### src/rtl/flog_pkg.sv
// Shared types and defaults for the fixed-to-float datapath and its arbiter.
package flog_pkg;

  localparam int EXP_WIDTH   = 8;   // integer-part / exponent width
  localparam int MAN_WIDTH   = 7;   // fraction / mantissa width
  localparam int ARB_TIMEOUT = 64;  // converter worst case is ~28 cycles

  // Arbiter sequencing: accept -> start converter -> wait done -> respond
  typedef enum logic [1:0] {
    IDLE  = 2'd0,
    ISSUE = 2'd1,
    WAIT  = 2'd2,
    RESP  = 2'd3
  } arb_state_t;

  // Width of an index into n requesters; never narrower than one bit
  function automatic int idx_w(input int n);
    return (n > 1) ? $clog2(n) : 1;
  endfunction

endpackage

### src/rtl/rr_pick.sv
// Round-robin picker: first requester after the last winner, wrapping.
module rr_pick
  import flog_pkg::*;
#(
  parameter int N  = 4,
  parameter int IW = idx_w(N)
) (
  input  logic [N-1:0]  req_i,
  input  logic [IW-1:0] last_i,
  output logic [N-1:0]  gnt_o,
  output logic [IW-1:0] idx_o,
  output logic          any_o
);

  int unsigned k;

  // Scan last+1, last+2, ... so the previous winner is considered last
  always_comb begin
    gnt_o = '0;
    idx_o = '0;
    any_o = 1'b0;
    k     = 0;
    for (int off = 1; off <= N; off++) begin
      k = (int'(last_i) + off) % N;
      if (!any_o && req_i[IW'(k)]) begin
        any_o           = 1'b1;
        gnt_o[IW'(k)]   = 1'b1;
        idx_o           = IW'(k);
      end
    end
  end

endmodule

### src/rtl/i2f_arbiter.sv
// Shares one fixed-to-float converter between N_REQ requesters.
// One conversion in flight; round-robin grant; watchdog aborts a
// conversion whose done pulse never arrives.
module i2f_arbiter
  import flog_pkg::*;
#(
  parameter int N_REQ     = 4,
  parameter int EXP_WIDTH = flog_pkg::EXP_WIDTH,
  parameter int MAN_WIDTH = flog_pkg::MAN_WIDTH,
  parameter int TIMEOUT   = flog_pkg::ARB_TIMEOUT
) (
  input  logic                                clk,
  input  logic                                rst,
  input  logic [N_REQ-1:0]                    req_valid_i,
  input  logic [N_REQ-1:0][EXP_WIDTH-1:0]     req_int_i,
  input  logic [N_REQ-1:0][MAN_WIDTH-1:0]     req_frac_i,
  output logic [N_REQ-1:0]                    req_ready_o,
  output logic [N_REQ-1:0]                    resp_valid_o,
  output logic [MAN_WIDTH-1:0]                resp_man_o,
  output logic [EXP_WIDTH-1:0]                resp_exp_o,
  output logic                                resp_sgn_o,
  output logic                                resp_err_o,
  output logic                                busy_o,
  output logic                                cvt_valid_o,
  output logic [EXP_WIDTH-1:0]                cvt_int_o,
  output logic [MAN_WIDTH-1:0]                cvt_frac_o,
  input  logic                                cvt_valid_i,
  input  logic [MAN_WIDTH-1:0]                cvt_man_i,
  input  logic [EXP_WIDTH-1:0]                cvt_exp_i,
  input  logic                                cvt_sgn_i
);

  localparam int IDX_W = idx_w(N_REQ);
  localparam int WD_W  = $clog2(TIMEOUT + 1);
  localparam logic [WD_W-1:0] WD_LAST = WD_W'(TIMEOUT - 1);

  arb_state_t           state_q, state_d;
  logic [IDX_W-1:0]     last_q,  last_d;
  logic [IDX_W-1:0]     gidx_q,  gidx_d;
  logic [EXP_WIDTH-1:0] int_q,   int_d;
  logic [MAN_WIDTH-1:0] frac_q,  frac_d;
  logic [WD_W-1:0]      wd_q,    wd_d;
  logic [MAN_WIDTH-1:0] man_q,   man_d;
  logic [EXP_WIDTH-1:0] exp_q,   exp_d;
  logic                 sgn_q,   sgn_d;
  logic                 err_q,   err_d;

  logic [N_REQ-1:0]     pick_gnt;
  logic [IDX_W-1:0]     pick_idx;
  logic                 pick_any;

  rr_pick #(.N(N_REQ), .IW(IDX_W)) u_pick (
    .req_i  (req_valid_i),
    .last_i (last_q),
    .gnt_o  (pick_gnt),
    .idx_o  (pick_idx),
    .any_o  (pick_any)
  );

  // Next-state and pulse outputs; everything holds unless a state acts
  always_comb begin
    state_d      = state_q;
    last_d       = last_q;
    gidx_d       = gidx_q;
    int_d        = int_q;
    frac_d       = frac_q;
    wd_d         = wd_q;
    man_d        = man_q;
    exp_d        = exp_q;
    sgn_d        = sgn_q;
    err_d        = err_q;
    req_ready_o  = '0;
    resp_valid_o = '0;
    cvt_valid_o  = 1'b0;
    case (state_q)
      IDLE: begin
        // Accept is combinational so the requester sees it this cycle;
        // suppressed under reset because the capture would be discarded.
        if (pick_any && !rst) begin
          req_ready_o = pick_gnt;
          gidx_d      = pick_idx;
          last_d      = pick_idx;
          int_d       = req_int_i[pick_idx];
          frac_d      = req_frac_i[pick_idx];
          state_d     = ISSUE;
        end
      end
      ISSUE: begin
        cvt_valid_o = 1'b1;
        wd_d        = '0;
        state_d     = WAIT;
      end
      WAIT: begin
        // A done pulse on the expiry cycle still counts as a real result
        if (cvt_valid_i) begin
          man_d   = cvt_man_i;
          exp_d   = cvt_exp_i;
          sgn_d   = cvt_sgn_i;
          err_d   = 1'b0;
          state_d = RESP;
        end else if (wd_q == WD_LAST) begin
          man_d   = '0;
          exp_d   = '0;
          sgn_d   = 1'b0;
          err_d   = 1'b1;
          state_d = RESP;
        end else begin
          wd_d = wd_q + 1'b1;
        end
      end
      RESP: begin
        resp_valid_o[gidx_q] = 1'b1;
        state_d              = IDLE;
      end
      default: state_d = IDLE;
    endcase
  end

  // State and datapath registers; pointer resets so requester 0 wins first
  always_ff @(posedge clk) begin
    if (rst) begin
      state_q <= IDLE;
      last_q  <= IDX_W'(N_REQ - 1);
      gidx_q  <= '0;
      int_q   <= '0;
      frac_q  <= '0;
      wd_q    <= '0;
      man_q   <= '0;
      exp_q   <= '0;
      sgn_q   <= 1'b0;
      err_q   <= 1'b0;
    end else begin
      state_q <= state_d;
      last_q  <= last_d;
      gidx_q  <= gidx_d;
      int_q   <= int_d;
      frac_q  <= frac_d;
      wd_q    <= wd_d;
      man_q   <= man_d;
      exp_q   <= exp_d;
      sgn_q   <= sgn_d;
      err_q   <= err_d;
    end
  end

  assign busy_o     = (state_q != IDLE);
  assign cvt_int_o  = int_q;
  assign cvt_frac_o = frac_q;
  assign resp_man_o = man_q;
  assign resp_exp_o = exp_q;
  assign resp_sgn_o = sgn_q;
  assign resp_err_o = err_q;

endmodule

### config.mk
export PLATFORM = sky130hd
export DESIGN_NAME = i2f_arbiter
export DESIGN_NICKNAME = d
export VERILOG_FILES = /design/src/rtl/flog_pkg.sv /design/src/rtl/rr_pick.sv /design/src/rtl/i2f_arbiter.sv
export SDC_FILE = /design/constraint.sdc
export NUM_CORES = 1
export LEC_CHECK = 0
export CAP_MARGIN = 40
export CORE_ASPECT_RATIO = 0.7
export CORE_MARGIN = 5
export CORE_UTILIZATION = 37
export DETAILED_ROUTE_END_ITERATION = 8
export PLACE_DENSITY = 0.76
export SETUP_SLACK_MARGIN = 0.4
export SLEW_MARGIN = 20
export SYNTH_ARGS = -nofsm -noshare
export SYNTH_HDL_FRONTEND = slang
export SYNTH_SLANG_ARGS = --single-unit
### constraint.sdc
create_clock -name clk -period 3 [get_ports clk]
set_clock_uncertainty 0.15 [all_clocks]
set_input_delay 0.45 -clock clk [delete_from_list [all_inputs] [get_ports clk]]
set_output_delay 0.45 -clock clk [all_outputs]
set_load 0.02 [all_outputs]
# Yosys cells after proc, flatten, opt, wreduce, memory -nomap -nowiden
# Cells that the tools add are included.
dict set report totals {
  register_bits 45
  inputBits 83
  output_inout_bits 42
  wordCells 111
}
dict set report op_classes {
  n_addsub 5
  magnitude_cmp 11
  eq_ne 8
  mux 53
  bitwise 3
  n_reduce_logical 21
}
# operator n
set ops {}
lappend ops {{7-bit two-way mux} 5}
lappend ops {{4-bit two-way mux} 7}
lappend ops {{8-bit two-way mux} 3}
lappend ops {{2-bit by 3-bit less-than comparator with 1-bit output (second input constant)} 6}
lappend ops {{1-bit two-way mux} 18}
lappend ops {{8-bit binary-select mux with 2-bit select} 1}
lappend ops {{7-bit binary-select mux with 2-bit select} 1}
lappend ops {{2-bit two-way mux} 7}
lappend ops {{7-bit case mux with 2 select lines} 1}
lappend ops {{4-bit OR} 3}
lappend ops {{1-bit demux with 2-bit select} 5}
lappend ops {{2-bit by 1-bit greater-or-equal comparator with 1-bit output (second input constant)} 5}
lappend ops {{1-bit logical AND} 9}
lappend ops {{1-bit binary-select mux with 2-bit select} 4}
lappend ops {{2-bit case mux with 4 select lines} 1}
lappend ops {{7-bit by 1-bit adder with 7-bit output (second input constant)} 1}
lappend ops {{7-bit by 6-bit == test with 1-bit output (second input constant)} 1}
lappend ops {{2-bit inequality test (second input constant)} 3}
lappend ops {{2-bit AND reduction} 3}
lappend ops {{2-bit nonzero test} 3}
lappend ops {{2-bit by 1-bit adder with 2-bit output (second input constant)} 2}
lappend ops {{2-bit adder (second input constant)} 2}
lappend ops {{2-bit == test (second input constant)} 2}
lappend ops {{1-bit logical NOT} 4}
lappend ops {{other kinds (4)} 4}

# Logic depth before layout (Yosys ltp)
# Gate-level depths: netlist of run 1.
dict set report logic_depth {
  depth_word 16
  mapped_depth 14
  depth_no_buf 8
}

# Modules after synthesis
# From an unflattened synthesis of run 1, not the netlist that was laid out.
dict set report unflattened {
  hier_cells 322
  hier_area_um2 2801.4
}
# module instances cells_per_inst area_per_inst_um2 seq_area_each_um2
set modules_own_cells {}
lappend modules_own_cells {i2f_arbiter 1 236 2172.1 900.9}
lappend modules_own_cells {rr_pick 1 86 629.4 0.0}

# Least setup slack after synthesis of run 1
# OpenSTA, ideal clock, no wires.
dict set report synth_timing {
  kind {reg-to-output}
  from {reg last_q[0]}
  to {out req_ready_o[0]}
  arrival_ns 2.646
  setup_slack_ns -0.246
  stages_incl_launch_ff 12
  path_buffers 4
  path_cell_list {dfxtp_1 buf_6 buf_2 inv_1 ha_1 clkbuf_1 mux4_1 buf_2 nor3_1 and2_1 a221oi_1 nor2_1}
}
dict set report synth_between {
  elab_chain_cells 16
  elab_cells_between_ends 52
  classes_between {add/sub (4); order compare (8); mux (26); bitwise (3); reduce/logical (11)}
}
# element line
set synth_lines {}
lappend synth_lines {{from (decl)} i2f_arbiter.sv:38} ;# logic [IDX_W-1:0] last_q, last_d;
lappend synth_lines {{from (signal assigned)} i2f_arbiter.sv:123} ;# last_q <= IDX_W'(N_REQ - 1);
lappend synth_lines {{from (signal assigned)} i2f_arbiter.sv:134} ;# last_q <= last_d;
lappend synth_lines {{branches (longest 14 deep; another with 2-bit by 3-bit less-than comparator with 1-bit output)} --}
lappend synth_lines {{4-bit two-way mux *} i2f_arbiter.sv:79} ;# if (pick_any && !rst) begin
lappend synth_lines {{4-bit two-way mux *} i2f_arbiter.sv:75} ;# case (state_q)
lappend synth_lines {{to (decl)} i2f_arbiter.sv:17} ;# output logic [N_REQ-1:0] req_ready_o,
# Mark *: on every way between the ends. The select of a mux whose other input is x is not followed.

# Final worst setup path of run 1
dict set report layout_timing {
  from {reg last_q[0]}
  to {out req_ready_o[2]}
}
# The elaborated chain is that of the path after synthesis.

==> summary.md, run 1 <==
| Metric | Value |
|---|---|
| Worst EP arrival | `roughly 2.2 ns` |
| Post-Synth Adder-Cell Area | `0.0618` |
| RSZ-0062 raised after global routing | `true` |
| Ant diodes | `0` |
| Synth async-reset ratio | `0` |
| Die width | `111 um` |
| Max Freq | `356 MHz` |
| Initial Utilization | `0.384` |
| Worst slew pin tran | `0.628 ns` |
| Crit path cell chain | `buf_6, mux4_2, nor2b_4, a22oi_2, nor2_1, a221oi_2, nor2_2, buf_6` |
| Status | `complete, no violations` |
| Crit path time final | `2.81 ns` |
| TritonRoute pass-1 iters | `4` |
| Clock-pin slew on the worst setup and hold paths | `0.09 ns` |
| GP Congestion | `between 0.8 and 0.9` |
| Pin count of the biggest net entering global routing | `31` |
| Overflow left after global routing | `0` |
| Total CTS buffers | `5` |
| Synth warn | `0` |
| Pwr/cell area | `986 mW/mm2` |
| Core area | `0.00685 mm2` |
| Syn Std Cell Area | `roughly 0.0026 mm2` |
| Synth area leaders | `dfxtp_1 34%, mux2i_1 13%, ha_1 6.2%, a22oi_1 5.7%, nor2_1 5.3%` |
| Post-synthesis compound-gate area fraction | `0.183` |
| Htree depth | `2` |
| Area growth syn-to-layout | `76.7%` |
| Area leader, netlist | `dfxtp_1` |
| Post-DP HPWL | `6630 um` |
| Row cnt | `25` |
| TNS Setup | `0 ns` |
| Leak | `1.91 nW` |
| Final Hold Fails | `0` |
| Final period util | `0.937` |
| Cell with the most instances after synthesis | `dfxtp_1` |
| First-pass GRT wire length | `roughly 14000 um` |
| Max_cap viols | `0` |
| DRT iter0 DRCs | `70` |
| Fraction of layout cells with a size suffix above 1 | `0.225` |
| CP max stage delay | `0.54 ns` |
| Routed Wire Length | `8930 um` |
| Crit path launch type | `flip-flop` |
| Routed WL per cell | `16.6 um` |
| Clock latency on the worst-skew pair | `0.30 ns` |
| Number of enable flip-flop cells after synthesis | `0` |
| Root buf cell | `clkbuf_8` |
| Post-synthesis cell count | `285` |
| Max-slew violation count | `0` |
| Worst min path class | `reg -> reg` |
| Crit path kind | `reg -> out` |
| Vias | `2730` |
| Sequential share of the synthesized area | `0.342` |
| Largest family of logic cells by synthesized area | `compound AO/OA/AOI/OAI gates` |
| Final Power | `4.59 mW` |
| Drt drc | `0` |
| DIE AREA | `between 0.008 and 0.009 mm2` |
| Number of global-route vias before repair | `approximately 2900` |
| Post-synthesis mux area share | `0.169` |
| Final Setup Violations | `0` |
| Final Util | `0.679` |
| Ys flop type | `dfxtp_1` |
| Critical path endpoint category | `output port` |
| Slew margin rel. | `0.581` |
| Clock Sinks | `45` |
| Post-synth cell types | `47` |
| WP data required | `2.40 ns` |
| VDD IR-drop max | `between 0.0004 and 0.0005 V` |
| Vias/cell | `5.06` |
| CP dominant cell by count | `buf_6` |
| Final nets | `540` |
| Yosys top cell area share | `0.342` |
| Simple-gate share of the synthesized area | `0.172` |
| I/O Pins | `about 130` |
| Yosys reg bits | `45` |
| Synthesized Nets | `381` |
| Top cells by count, synth | `45 x dfxtp_1, 37 x nor2_1, 34 x mux2i_1, 22 x nand2_1, 20 x a22oi_1` |
| Max stage delay cell, worst path | `mux4_2` |
| Antenna violations before repair | `0` |
| Maximum fanout along the worst path | `5` |
| XOR/XNOR share of the synthesized area | `0.00665` |
| CTS Buffer Depth | `2` |
| Antenna violation net count after detailed routing | `0` |
| Syn avg cell area | `just over 9 um2` |
| Die height | `between 80 and 90 um` |
| Port Buffers | `124` |
| GR Util All Layers | `0.194` |
| TritonCTS clock tree | `built` |
==> report_power, final <==
group,leakage (nW),internal (mW),total [mW],switching [mW]
sequential,0.368,0.740,0.832,0.0918
clock,0.0603,0.255,0.484,0.229
combinational,1.48,1.82,3.27,1.46
==> layout make-up <==
cell class,instances,area (um2)
clock buffer,5,68.8
clock inverter,3,50.0
fill,523,2200
inverter,7,31.3
multi-input combinational,211,1730
sequential,45,906
tap,94,118
timing repair buffer,174,1750
==> worst max-delay path, delay by kind of cell, from the launching register on <==
family	cells	cell delay [ns]
AO/OA/AOI/OAI	2	0.39
buffers and inverters	2	0.24
flip-flops	1	0.41
multiplexers	1	0.54
AND/OR/NAND/NOR	3	0.32
==> what timing repair did <==
item | CTS | global route
pin swaps | 6 | 5
resized for setup | 46 | 14
gates cloned | 2 | 2
setup endpoints to repair | 21 | 22
hold buffers | 0 | 0
buffers inserted | 8 | 6
==> kinds of logic after synthesis <==
logic type	count (synthesis)
AO/OA/AOI/OAI	61
XOR/XNOR	2
adder cells (fa/ha/maj)	13
buffers and inverters	29
flip-flops	45
multiplexers	39
AND/OR/NAND/NOR	96
==> placed cells by master, fill, tap and decap left out, drive strengths merged, types with 2 or more instances in the layout <==
cell type and instances:
buf 52, nand3b 2, o221ai 16, a221o 2, nand3 2, dfxtp 45
or2 3, a221oi 4, nor2b 5, mux4 4, dlygate4sd2 4, inv 8
clkdlybuf4s50 116, nor2 37, and2 3, clkbuf 7, o21ai 3, nand2b 4
o211ai 2, a21oi 9, mux2i 34, and3 4, nor3 8, or3 2
a22oi 20, ha 13, nand2 22
==> routing by layer <==
layer | vias to the layer above | GRT usage | wire length, um
li1 | 1360 | - | -
met1 | 1259 | 0.245 | 3880
met2 | 100 | 0.326 | 4320
met3 | 11 | 0.0587 | 612
met4 | 0 | 0.0480 | 123
met5 | - | 0 | 0
==> stage by stage <==
step           hold WS (ns)  cells  setup WS [ns]  cell area (um2)
6_report              0.322    539          0.190             4650
4_1_cts               0.325    531          0.194             4460
3_3_place_gp          0.295    512         -0.349             4120
5_1_grt               0.343    539         0.0988             4650
3_5_place_dp          0.299    513         -0.431             4130
2_1_floorplan         0.287    285          0.140             2710
==> path summary, 6_finish.rpt <==
path	from	end	slack (ns)	cells after the start
setup / recovery	last_q[0]	req_ready_o[2]	0.19	8
hold / removal	cvt_frac_o[6]	cvt_frac_o[6]	0.32	2
setup reg to reg	last_q[0]	cvt_frac_o[0]	0.20	11
hold reg to reg	cvt_frac_o[6]	cvt_frac_o[6]	0.32	2
==> registers in the layout, summed over array words and instances (netlist names) <==
register and count:
cvt_int_o 8, gidx_q 2, resp_err_o 1, wd_q 7, resp_exp_o 8, last_q 2, state_q 2, cvt_frac_o 7
resp_man_o 7, resp_sgn_o 1
No activity file was read; power rests on OpenSTA's default activity.
==> run 2: changes to the inputs <==
--- a/config.mk
+++ b/config.mk
@@ -9,7 +9,10 @@
 export CORE_ASPECT_RATIO = 0.7
 export CORE_MARGIN = 5
 export CORE_UTILIZATION = 37
+export CTS_CLUSTER_DIAMETER = 100
+export CTS_CLUSTER_SIZE = 16
 export DETAILED_ROUTE_END_ITERATION = 8
+export GPL_TIMING_DRIVEN = 1
 export PLACE_DENSITY = 0.76
 export SETUP_SLACK_MARGIN = 0.4
 export SLEW_MARGIN = 20
==> results of run 2 <==
No change in the layout: final DEF, timing and power equal those of run 1.
